--- src/rtl/multiplier_controller_taint_track_1bit.sv ---
// Moore FSM that sequences a shift-add multiplier datapath, testing multiplier bits LSB-first.
// A single sticky taint bit follows the control decisions and is copied onto every control output.
module multiplier_controller_taint_track_1bit #(
  parameter int WIDTH = 4,
  localparam int IDXW = $clog2(WIDTH) + 1
) (
  input  logic             clk,
  input  logic             reset,
  input  logic             start,
  input  logic             start_t,
  input  logic [WIDTH-1:0] multiplierReg,
  input  logic             multiplierReg_t,
  output logic             rsclear,
  output logic             rsclear_t,
  output logic             rsload,
  output logic             rsload_t,
  output logic             rsshr,
  output logic             rsshr_t,
  output logic             mrld,
  output logic             mrld_t,
  output logic             mdld,
  output logic             mdld_t,
  output logic             busy,
  output logic             busy_t,
  output logic             done,
  output logic             done_t,
  output logic [IDXW-1:0]  bit_idx
);

  localparam logic [2:0] IDLE  = 3'd0;
  localparam logic [2:0] LOAD  = 3'd1;
  localparam logic [2:0] TEST  = 3'd2;
  localparam logic [2:0] ADD   = 3'd3;
  localparam logic [2:0] SHIFT = 3'd4;
  localparam logic [2:0] DONE  = 3'd5;

  localparam logic [IDXW-1:0] LAST_IDX = IDXW'(WIDTH - 1);

  logic [2:0]       state_q, state_d;
  logic [IDXW-1:0]  idx_q, idx_d;
  logic             taint_q, taint_d;
  logic [WIDTH-1:0] shiftedMr;
  logic             testBit;

  // Shifting instead of indexing keeps the bit select legal for any WIDTH.
  assign shiftedMr = multiplierReg >> idx_q;
  assign testBit   = shiftedMr[0];

  always_comb begin
    state_d = state_q;
    idx_d   = idx_q;
    taint_d = taint_q;
    case (state_q)
      IDLE: begin
        taint_d = start_t;
        if (start) state_d = LOAD;
      end
      LOAD: begin
        idx_d   = '0;
        state_d = TEST;
      end
      TEST: begin
        taint_d = taint_q | multiplierReg_t;
        state_d = testBit ? ADD : SHIFT;
      end
      ADD:   state_d = SHIFT;
      SHIFT: begin
        idx_d   = idx_q + IDXW'(1);
        state_d = (idx_q == LAST_IDX) ? DONE : TEST;
      end
      DONE:    state_d = IDLE;
      default: state_d = IDLE;
    endcase
  end

  always_ff @(posedge clk) begin
    if (reset) begin
      state_q <= IDLE;
      idx_q   <= '0;
      taint_q <= 1'b0;
    end else begin
      state_q <= state_d;
      idx_q   <= idx_d;
      taint_q <= taint_d;
    end
  end

  assign rsclear = (state_q == LOAD);
  assign mrld    = (state_q == LOAD);
  assign mdld    = (state_q == LOAD);
  assign rsload  = (state_q == ADD);
  assign rsshr   = (state_q == SHIFT);
  assign busy    = (state_q != IDLE);
  assign done    = (state_q == DONE);
  assign bit_idx = idx_q;

  // Taint applies to every output regardless of whether the paired control is asserted.
  assign rsclear_t = taint_q;
  assign rsload_t  = taint_q;
  assign rsshr_t   = taint_q;
  assign mrld_t    = taint_q;
  assign mdld_t    = taint_q;
  assign busy_t    = taint_q;
  assign done_t    = taint_q;

endmodule
--- config.mk ---
export PLATFORM = sky130hd
export DESIGN_NAME = multiplier_controller_taint_track_1bit
export DESIGN_NICKNAME = d
export VERILOG_FILES = /design/src/rtl/multiplier_controller_taint_track_1bit.sv
export SDC_FILE = /design/constraint.sdc
export NUM_CORES = 1
export LEC_CHECK = 0
export CAP_MARGIN = 5
export CORE_MARGIN = 4
export CORE_UTILIZATION = 26
export DETAILED_ROUTE_END_ITERATION = 6
export GPL_TIMING_DRIVEN = 0
export PLACE_DENSITY_LB_ADDON = 0.1
export RECOVER_POWER = 25
export SYNTH_ARGS = -nofsm -noshare
export SYNTH_HDL_FRONTEND = slang
export SYNTH_SLANG_ARGS = --single-unit
--- constraint.sdc ---
create_clock -name clk -period 1.2 [get_ports clk]
set_input_delay 0.12 -clock clk [delete_from_list [all_inputs] [get_ports clk]]
set_output_delay 0.12 -clock clk [all_outputs]
set_load 0.05 [all_outputs]
==> flow_metrics.tcl <==
set metrics [dict create \
    critical_path.cell_chain "or3b_4 > clkinvlp_4 > buf_8 > buf_8" \
    max_clock_freq_mhz 665 \
    synth_seq_area_share 0.284 \
    timing.rr.start "state_q[2]" \
    placeableCoreArea_um2 1760 \
    final.setup_skew_ps 3.89 \
    area_delta_synth_final_pct 106 \
    path_clk_slew_ps 60 \
    total_leakage_power_nw 0.439 \
    path_class "register to primary output" \
    synth.avg_cell_area_um2 8.83 \
    remaining_antenna_violation_count 0 \
    via_count_of_the_first_global_routing_pass 524 \
    drt_wirelength_um 1380 \
    final_max_slew_viol_count 0 \
    io_buffers 25 \
    mappedNetlistArea_um2 494 \
    final_common_cell "buf_4" \
    cts_sinks 7 \
    cts_buffer_depth 2 \
    layout.filler_cells 157 \
    rows 15 \
    power.density_cell_area_nw_per_um2 1040 \
    groute.usage.overall 0.117 \
    total_power_of_the_final_layout_mw 1.06 \
    ios 26 \
    worstSetupEndpointType "primary output" \
    place_worst_setup_slack_ps -765 \
    tritoncts "built" \
    grt_remaining_overflow 0 \
    synth_seq_cells 7 \
    violated_checks "setup timing" \
    critical_path_source_type "register" \
    post-route-period-util 1.25 \
    regToRegSetupSlack_ps -170 \
    ctsHoldBuffers 0 \
    holdPathStages 3 \
    placement.cell_area_um2 855 \
    final_hold_viols 0 \
    comb_power_share 0.532 \
    finalInstanceArea_um2 1020 \
    worstPathBufferInverterCount 3 \
    worst_hold_path_type "primary input to register" \
    power.ir.vdd_worst_mv 0.566 \
    die_area_um2 2660 \
    antenna_cells 0 \
    worst-path-stages 4 \
    run_status "complete, but fails checks" \
    die_x_um 51.6 \
    setup_tns_ps -2190 \
    routability_congestion 0.682 \
    critPathArrivalTime_ps 1380 \
    detailroute.via_count 541 \
    grt_antenna_before_repair 0 \
    finalSetupViolations 14 \
    cts.htree.levels 1 \
    dr_vias_cell 4.47 \
    worst_setup_path_startpoint "state_q[1]" \
    tritoncts.num_buffers 3 \
    cpMaxStageDelayCell "or3b_4" \
    final_cell_mix "buf_4 (17), buf_6 (9), clkdlybuf4s50_1 (8)" \
    holdWs_ps 464 \
    timing.critical_path.required_ps 1080 \
    rr_worst_depth 5 \
    postLayoutSetupSlackWorst_ps -304 \
    initial_core_util 0.280 \
    worst_r2r_endpoint "state_q[2]" \
    crit_path_max_incr_delay_ps 420 \
    total_switching_power_mw 0.441 \
    power.switching_fraction 0.415 \
    clkLatencyLatePin_ps 260 \
    critPathTopFamily "simple AND/OR/NAND/NOR gates" \
    cpMostUsedCell "buf_8" \
    cts-root-buf "clkbuf_4" \
    finish.net_count 108 \
    layout_min_cycle_time_ps 1500 \
    postSynthNetCount 67 \
    multi_input_area_um2 330 \
    worst-path-max-fanout 6 \
    drc_errors 0 \
    rsz0062_at_grt "yes" \
    critPathCapture "mrld" \
    drt-initial-drc-count 6 \
    power.clock.fraction 0.221 \
    grt_first_pass_wirelength_um 2330 \
    sequential_share_of_power 0.247 \
    drt_pre_antenna_iters 2 \
    grt_max_degree 11 \
    die_h_um 51.6 \
    place.detailed.hpwl_um 916 \
    yosysUniqueCellTypes 30 \
    maxCapViolCount 0 \
    synthCells 56 \
    routed_wire_length_per_instance_um 11.4 \
    synth-warning-count 0 \
    worst-slew-pin-transition_ps 368 \
    timing.max_slew.rel_slack 0.754 \
    power_report.internal_total_mw 0.622 \
    regArea_um2 160 \
    drive_above_1_share 0.667 \
    timing.hold.worst.start "start_t" \
]
-- metrics by stage --
stage | utilization | cells
floorplan | - | 56
global placement | 0.484 | 106
detailed placement | 0.484 | 106
CTS | 0.558 | 120
global route | 0.577 | 121
finish | 0.577 | 121
-- synth_stat cells, drive strengths merged --
master / n / share of area
a21oi: 3 / 0.030
a221o: 1 / 0.020
a22oi: 1 / 0.015
a31oi: 1 / 0.013
and3b: 2 / 0.041
buf: 9 / 0.14
clkbuf: 1 / 0.0076
dfxtp: 7 / 0.28
ha: 2 / 0.051
inv: 3 / 0.023
mux2: 2 / 0.046
mux2i: 2 / 0.041
nand2: 1 / 0.0076
nand2b: 2 / 0.025
nand3: 2 / 0.020
nor2: 4 / 0.030
nor3: 2 / 0.020
nor3b: 1 / 0.015
nor4b: 1 / 0.018
o21ai: 2 / 0.028
o32ai: 1 / 0.018
or2b: 1 / 0.015
or3: 1 / 0.015
or3b: 3 / 0.058
or4: 1 / 0.015
-- cell families after synthesis --
family                     Yosys count  share of synthesized area
and+or+nand+nor                     21                      0.281
buffers and inverters               13                      0.175
AOI/OAI and AO/OA                    9                      0.124
DFF                                  7                      0.284
muxes                                4                     0.0861
adders and majority gates            2                     0.0506
-- power groups by stage --
stage / Combinational [mW] / Clock (mW) / Sequential (mW)
global placement: 0.504 / 0 / 0.269
global route: 0.596 / 0.253 / 0.267
finish: 0.565 / 0.235 / 0.263
floorplan: 0.338 / 0 / 0.286
detailed placement: 0.507 / 0 / 0.270
CTS: 0.543 / 0.233 / 0.266
-- final cells by class --
type / count / share of cell area
Buffer: 9 / 0.0811
Sequential cell: 7 / 0.157
Timing Repair Buffer: 37 / 0.359
Tap cell: 25 / 0.0307
Multi-Input combinational cell: 36 / 0.324
Clock buffer: 4 / 0.0258
Inverter: 3 / 0.0221
-- metal layers --
| layer | wire, um | part of all wire | track usage |
|---|---|---|---|
| met5 | 0 | 0 | 0 |
| met4 | 14 | 0.010 | 0.0655 |
| met3 | 93 | 0.068 | 0.0315 |
| met2 | 647 | 0.47 | 0.191 |
| met1 | 620 | 0.45 | 0.137 |
-- registers in the layout, indices dropped and copies added (netlist names) --
signal   cells
bit_idx      3
busy_t       1
state_q      3
-- tightest hold or removal path: cells and delay by family --
family	cells	cell delay, ps
buf+inv	1	400
simple gates	2	170
-- worst min path at each step --
stage | to | slack (ps)
6_report | busy_t | 460
3_5_place_dp | bit_idx[0] | 510
2_1_floorplan | bit_idx[0] | 180
3_3_place_gp | bit_idx[0] | 510
5_1_grt | busy_t | 490
4_1_cts | busy_t | 450
-- timing repair --
| item | CTS | global route |
|---|---|---|
| endpoints found under the hold margin | 0 | 0 |
| buffers inserted | 10 | 3 |
| setup endpoints to repair | 23 | 16 |
| pin swaps | 3 | 3 |
| resized for setup | 110 | 14 |
No activity file was read; power rests on OpenSTA's default activity.
